[src/rtl/clk_div_prog.sv]
// Programmable multi-channel clock divider; new divisor/threshold settings are
// shadowed and take effect on the next wrap. Optional macro: CLKDIV_TICK_EN builds the tick outputs.
module clk_div_prog #(
  parameter int N  = 24,
  parameter int CH = 2,
  parameter int M  = 10000000,
  localparam int CW = (CH > 1) ? $clog2(CH) : 1
) (
  input  logic          clk,
  input  logic          reset,
  input  logic [CH-1:0] en,
  input  logic          load,
  input  logic [CW-1:0] load_ch,
  input  logic [N-1:0]  load_div,
  input  logic [N-1:0]  load_hi,
  output logic [CH-1:0] q,
  output logic [CH-1:0] tick,
  output logic          load_err
);

  localparam logic [N-1:0] RST_DIV = N'(M);
  localparam logic [N-1:0] RST_HI  = N'(M / 2);
  localparam logic [CW:0]  CH_LIM  = (CW + 1)'(CH);

  logic [N-1:0]  cnt_q    [CH];
  logic [N-1:0]  cnt_d    [CH];
  logic [N-1:0]  actDiv_q [CH];
  logic [N-1:0]  actDiv_d [CH];
  logic [N-1:0]  actHi_q  [CH];
  logic [N-1:0]  actHi_d  [CH];
  logic [N-1:0]  shDiv_q  [CH];
  logic [N-1:0]  shDiv_d  [CH];
  logic [N-1:0]  shHi_q   [CH];
  logic [N-1:0]  shHi_d   [CH];
  logic [CH-1:0] pend_q;
  logic [CH-1:0] pend_d;
  logic          loadErr_q;
  logic          loadErr_d;
  logic          loadOk;
  logic [CH-1:0] wrap;

  // A pending setting is promoted at a wrap, or at once while the channel is idle.
  // The promotion reads the shadow before this edge's load, so a load on a wrap waits a period.
  always_comb begin
    loadOk    = load && ({1'b0, load_ch} < CH_LIM) && (load_div != '0);
    loadErr_d = load && !loadOk;
    cnt_d     = cnt_q;
    actDiv_d  = actDiv_q;
    actHi_d   = actHi_q;
    shDiv_d   = shDiv_q;
    shHi_d    = shHi_q;
    pend_d    = pend_q;
    wrap      = '0;
    for (int i = 0; i < CH; i++) begin
      wrap[i] = (cnt_q[i] == actDiv_q[i]);
      if (!en[i] || wrap[i]) begin
        cnt_d[i] = '0;
      end else begin
        cnt_d[i] = cnt_q[i] + N'(1);
      end
      if (pend_q[i] && (wrap[i] || !en[i])) begin
        actDiv_d[i] = shDiv_q[i];
        actHi_d[i]  = shHi_q[i];
        pend_d[i]   = 1'b0;
      end
      if (loadOk && (load_ch == CW'(i))) begin
        shDiv_d[i] = load_div;
        shHi_d[i]  = load_hi;
        pend_d[i]  = 1'b1;
      end
    end
  end

  always_ff @(posedge clk or posedge reset) begin
    if (reset) begin
      for (int i = 0; i < CH; i++) begin
        cnt_q[i]    <= '0;
        actDiv_q[i] <= RST_DIV;
        actHi_q[i]  <= RST_HI;
        shDiv_q[i]  <= RST_DIV;
        shHi_q[i]   <= RST_HI;
      end
      pend_q    <= '0;
      loadErr_q <= 1'b0;
    end else begin
      cnt_q     <= cnt_d;
      actDiv_q  <= actDiv_d;
      actHi_q   <= actHi_d;
      shDiv_q   <= shDiv_d;
      shHi_q    <= shHi_d;
      pend_q    <= pend_d;
      loadErr_q <= loadErr_d;
    end
  end

  // Outputs are pure decodes of the counters; reset gating keeps them low even if M/2 is 0.
  always_comb begin
    q    = '0;
    tick = '0;
    for (int i = 0; i < CH; i++) begin
      q[i] = !reset && en[i] && (cnt_q[i] >= actHi_q[i]);
`ifdef CLKDIV_TICK_EN
      tick[i] = !reset && en[i] && wrap[i];
`endif
    end
  end

  assign load_err = loadErr_q;

endmodule

[config.mk]
export PLATFORM = sky130hd
export DESIGN_NAME = clk_div_prog
export DESIGN_NICKNAME = d
export VERILOG_FILES = /design/src/rtl/clk_div_prog.sv
export SDC_FILE = /design/constraint.sdc
export NUM_CORES = 1
export LEC_CHECK = 0
export ABC_AREA = 1
export CAP_MARGIN = 20
export CORE_MARGIN = 2
export CORE_UTILIZATION = 30
export DETAILED_ROUTE_END_ITERATION = 6
export PLACE_DENSITY = 0.42
export SYNTH_ARGS = -nofsm -noshare
export SYNTH_HDL_FRONTEND = slang
export SYNTH_SLANG_ARGS = --single-unit
[constraint.sdc]
create_clock -name clk -period 9.6 [get_ports clk]
set_clock_uncertainty 0.05 [all_clocks]
set_input_delay 1.92 -clock clk [delete_from_list [all_inputs] [get_ports clk]]
set_output_delay 1.92 -clock clk [all_outputs]
set_load 0.1 [all_outputs]
==> results of run 1 <==
## final timing paths
path	cells after the start	start	slack, ns	to
max	5	reset	3.24	q[1]
min	2	actHi_q[46]	0.41	actHi_q[46]
max in group asynchronous	4	reset	5.87	actHi_q[47]
max reg2reg	12	cnt_q[40]	6.28	actHi_q[25]
min reg2reg	2	actHi_q[46]	0.41	actHi_q[46]
min in group asynchronous	2	reset	1.82	shHi_q[37]
## layout by cell type, fill, tap and decap left out, types with 4 or more instances in the layout
| cell | n |
|---|---|
| nand2_1 | 534 |
| inv_1 | 204 |
| dfrtp_1 | 179 |
| nor2_1 | 126 |
| nand3_1 | 119 |
| o21ai_0 | 105 |
| dfstp_2 | 64 |
| clkdlybuf4s50_1 | 56 |
| ha_1 | 50 |
| clkbuf_16 | 29 |
| nor3_1 | 27 |
| a21oi_1 | 27 |
| xor2_1 | 26 |
| nand4_1 | 22 |
| inv_2 | 10 |
| buf_4 | 8 |
| clkbuf_8 | 7 |
| clkinv_2 | 6 |
| bufinv_16 | 4 |
| clkbuf_1 | 4 |
## routing by layer
metal	vias to the layer above	GRT usage (%)	routed length (um)
met1	4457	24.7	17400
li1	4966	-	-
met4	0	4.85	995
met2	153	25.1	14200
met5	-	0	0
met3	50	2.49	1340
## worst max-delay path: stages
cell	delay (ns)
clkdlybuf4s50_1	0.50
clkinvlp_4	0.67
nand2_1	0.23
nor2_1	0.07
clkdlybuf4s50_1	0.96
## stage by stage
step / worst slack, ns / utilization [%]
final: 3.24 / 35.3
after global routing: 2.97 / 35.3
after CTS: 3.18 / 35.2
after detailed placement: 3.17 / 32.7
after global placement: 3.13 / 32.7
after floorplan: 1.70 / -
## area by class of cell
cell class | instances | area, um^2
fill | 4335 | 26300
clock buffer | 40 | 837
clock inverter | 11 | 158
timing repair buffer | 66 | 668
multi-input combinational | 1055 | 5000
sequential | 243 | 6160
inverter | 215 | 811
tap | 532 | 666
## registers in the layout, summed over array words and instances, names as in the netlist
| register | count |
|---|---|
| actHi_q | 48 |
| actDiv_q | 48 |
| pend_q | 2 |
| shHi_q | 48 |
| shDiv_q | 48 |
| cnt_q | 48 |
| load_err | 1 |
## power groups by stage
stage	sequential (mW)	combinational, mW	clock, mW
floorplan	1.28	0.317	0
global placement	1.32	0.422	0
detailed placement	1.32	0.429	0
CTS	1.30	0.430	1.19
global route	1.32	0.502	1.23
finish	1.30	0.418	1.15
## cell families (layout without fill, tap and decap cells)
family	Yosys count	in the layout	synth area share [%]
AOI/OAI and AO/OA	136	136	5.63
other	1	2	0.0306
adders and majority gates	50	50	5.11
xor gates and xnor gates	27	27	1.93
buffers and inverters	273	332	9.05
and+or+nand+nor	840	840	28.0
DFF	243	243	50.3
==> impl_metrics.json, run 1 <==
{
  "status": "finished, final reports clean",
  "numCtsBuffers": 28,
  "via_per_inst": 4.45,
  "maxCapViolations": 0,
  "clkPwrFrac_pct": 40.1,
  "chipWidth_um": 206,
  "antenna_found_initial": 0,
  "vdd.ir_drop.worst_mv": 0.113,
  "netSwitchingFraction_pct": 27.9,
  "hold_viol_final": 0,
  "ant_nets": 0,
  "instances_no_fill": 2162,
  "first_global_vias": 9619,
  "dp.cells": 2110,
  "gp_congestion": 0.790,
  "syn_avg_cell_area_um2": 7.80,
  "end_kind": "output port",
  "synthTopCellsByCount": "534 x nand2_1, 205 x inv_1, 179 x dfrtp_1, 126 x nor2_1, 120 x nand3_1",
  "root_buffer": "clkbuf_16",
  "powerDensity_mw_per_mm2": 201,
  "fin_hold_ws_ns": 0.409,
  "comb_power_share_pct": 14.6,
  "crit_type": "in -> out",
  "dieHeight_um": 206,
  "clock_sinks": 243,
  "rsz0062_at_grt": "false",
  "cp-start-kind": "primary input",
  "areaGrowthSynthToFinish_pct": 16.7,
  "drtIter0Drc": 509,
  "fp-row-count": 74,
  "cp_max_fo": 37,
  "ys_ff_latch": 243,
  "clk_latency_ns": 0.56,
  "cts-resized-gates": 0,
  "clk_pin_slew_ns": 0.05,
  "ys.flop_type": "dfrtp_1",
  "cts_tree": "built",
  "worst-endpoint-required_ns": 7.63,
  "pin_count": 59,
  "fin_crit_sh_pct": 66.2,
  "setup_viol": 0,
  "grt_util_all_layers_pct": 16.7,
  "clock.fmax_mhz": 157,
  "die-area_mm2": 0.0425,
  "netSwitchingPower_uw": 801,
  "synth_warnings": 0,
  "arrival_ns": 4.39,
  "firstDrtPassIters": 6,
  "synthTopCellsByArea": "dfrtp_1 37%, nand2_1 16%, dfstp_2 14%",
  "overflow": 0,
  "yosysSeqAreaShare_pct": 50.3,
  "synth_edf_count": 0,
  "postCtsHoldBufs": 0,
  "vias": 9626,
  "slew_viol_final": 0,
  "p_int_mw": 2.07,
  "grt_pass1_wl_um": 55200,
  "core_area_mm2": 0.0406,
  "synth_cells": 1570,
  "grt_max_degree": 124,
  "synthMostInstantiatedCell": "nand2_1",
  "dpl_cell_area_mm2": 0.0133,
  "tightest_slew_ns": 0.975,
  "p_seq_share_pct": 45.3,
  "hold_class": "reg -> reg",
  "slew_headroom_pct": 34.8,
  "routed_wl_um": 33900,
  "fin_nets": 1713,
  "htree_num_levels": 1,
  "initial_utilization_pct": 30.2,
  "leakage_nw": 7.02,
  "setup_tns_ns": 0,
  "cts_setup_buffers": 0,
  "finalCriticalPeriod_ns": 6.36,
  "synth_top_area_cell": "dfrtp_1",
  "synth_cell_types": 29,
  "layout-drive-gt1-share_pct": 8.65,
  "ys_async_sr_fraction_pct": 100,
  "syn_area_mm2": 0.0123,
  "hpwl_um": 23900,
  "port_buffers": 56,
  "fin_area_mm2": 0.0143,
  "synth_top_area_share_pct": 36.6,
  "drc": 0,
  "clk_path_buf_depth": 3,
  "power_mw": 2.87,
  "num_antenna_cells": 0,
  "wl_per_cell_um": 15.7
}
No activity file was read; power rests on OpenSTA's default activity.
==> inputs of run 2 (changes only) <==
- clock period: 9.6 -> 6.1 ns (I/O delays scaled with it)
==> impl_metrics.json, run 2 (synthesis results as in run 1) <==
{
  "finalCriticalPeriod_ns": 4.66,
  "grt_pass1_wl_um": 55900,
  "root_buffer": "clkbuf_16",
  "power_mw": 4.55,
  "layout-drive-gt1-share_pct": 9.23,
  "cp_max_fo": 2,
  "dpl_cell_area_mm2": 0.0133,
  "status": "finished, final reports clean",
  "clock_sinks": 243,
  "clk_latency_ns": 0.57,
  "fin_area_mm2": 0.0143,
  "postCtsHoldBufs": 0,
  "slowest_delay_ns": 1.13,
  "fin_nets": 1716,
  "fin_crit_sh_pct": 76.4,
  "wl_per_cell_um": 16.0,
  "drc": 0,
  "overflow": 0,
  "slew_headroom_pct": 35.7,
  "fin_util_pct": 35.3,
  "layout_common_cells": "534 x nand2_1, 204 x inv_1, 179 x dfrtp_1",
  "setup_slack_ns": 1.44,
  "cp_cell_sequence": "inv_1, ha_1, nand4_1, nor2_1, nand3_1, a31oi_1, nor2_1, nor2_1, clkdlybuf4s50_1",
  "vias": 9636,
  "routed_wl_um": 34800,
  "cpMostUsedCell": "nor2_1",
  "clk_path_buf_depth": 3,
  "antenna_found_initial": 0,
  "chipWidth_um": 206,
  "grt_util_all_layers_pct": 16.9,
  "numCtsBuffers": 31,
  "arrival_ns": 3.39,
  "layout_commonest_cell": "nand2_1",
  "firstDrtPassIters": 5,
  "slowest_stage": "clkdlybuf4s50_1",
  "cts-resized-gates": 0,
  "num_antenna_cells": 0,
  "pre_cts_slack_ns": 1.76,
  "first_global_vias": 9613,
  "die-area_mm2": 0.0425,
  "powerDensity_mw_per_mm2": 318,
  "drtIter0Drc": 539,
  "via_per_inst": 4.44,
  "dieHeight_um": 206,
  "clock.fmax_mhz": 215,
  "clk_pin_slew_ns": 0.06,
  "grt_max_degree": 134,
  "slew_viol_final": 0,
  "initial_utilization_pct": 30.2,
  "fillers": 4360,
  "pin_count": 59,
  "cts_setup_buffers": 0,
  "areaGrowthSynthToFinish_pct": 16.9,
  "worst-endpoint-required_ns": 4.83,
  "port_buffers": 56,
  "crit_type": "reg -> out",
  "tightest_slew_ns": 0.962,
  "core_area_mm2": 0.0406,
  "hold_class": "reg -> reg",
  "ant_nets": 0,
  "htree_num_levels": 1,
  "fp-row-count": 74,
  "hold_viol_final": 0,
  "vdd.ir_drop.worst_mv": 0.168,
  "rsz0062_at_grt": "false",
  "gp_congestion": 0.796,
  "end_kind": "output port",
  "cts_tree": "built",
  "leakage_nw": 7.03,
  "setup_viol": 0,
  "hpwl_um": 24500,
  "maxCapViolations": 0,
  "cp-start-kind": "register"
}
run 2: path summary, 6_finish.rpt:
| path | from | to | slack, ns | cells after the start |
|---|---|---|---|---|
| max | actHi_q[46] | q[0] | 1.44 | 9 |
| min | actHi_q[8] | actHi_q[8] | 0.41 | 2 |
| max reg2reg | cnt_q[40] | actDiv_q[35] | 2.92 | 11 |
| min reg2reg | actHi_q[8] | actHi_q[8] | 0.41 | 2 |
| max in group asynchronous | reset | actDiv_q[1] | 3.45 | 4 |
| min in group asynchronous | reset | actDiv_q[25] | 1.20 | 3 |
run 2: per-layer routing:
| metal | track usage [%] | part of all wire (%) |
|---|---|---|
| met1 | 25.0 | 51 |
| met2 | 26.3 | 43 |
| met3 | 2.35 | 3.1 |
| met4 | 3.55 | 2.1 |
| met5 | 0 | 0 |
run 2: area by class of cell:
class                   instances  area [um^2]  share of cell area [%]
inverters                     215          811                    5.66
flip-flops and latches        243         6160                    43.0
repair buffers                 66          646                    4.51
multi-input cells            1055         5000                    34.9
clock buffers                  40          890                    6.21
well taps                     532          666                    4.65
clock inverters                17          146                    1.02
run 2: power by group:
part / internal [mW] / total (mW) / switching [mW]
clock network: 1.11 / 1.84 / 0.737
registers: 1.89 / 2.05 / 0.161
logic: 0.247 / 0.660 / 0.413
total: 3.24 / 4.55 / 1.31
run 2: through the flow:
stage	instances	TNS (ns)	hold WS (ns)
after CTS	2168	0	0.415
after floorplan	1571	-0.800	0.392
after global routing	2168	0	0.429
final	2168	0	0.413
after global placement	2111	0	0.405
after detailed placement	2111	0	0.406
run 2: critical path, delay by kind of cell (launching register included):
kind,cells,cell delay (ns)
AND/OR/NAND/NOR,5,0.66
adder cells (fa/ha/maj),1,0.28
AO/OA/AOI/OAI,1,0.19
flip-flops,1,0.52
buffers and inverters,2,1.17
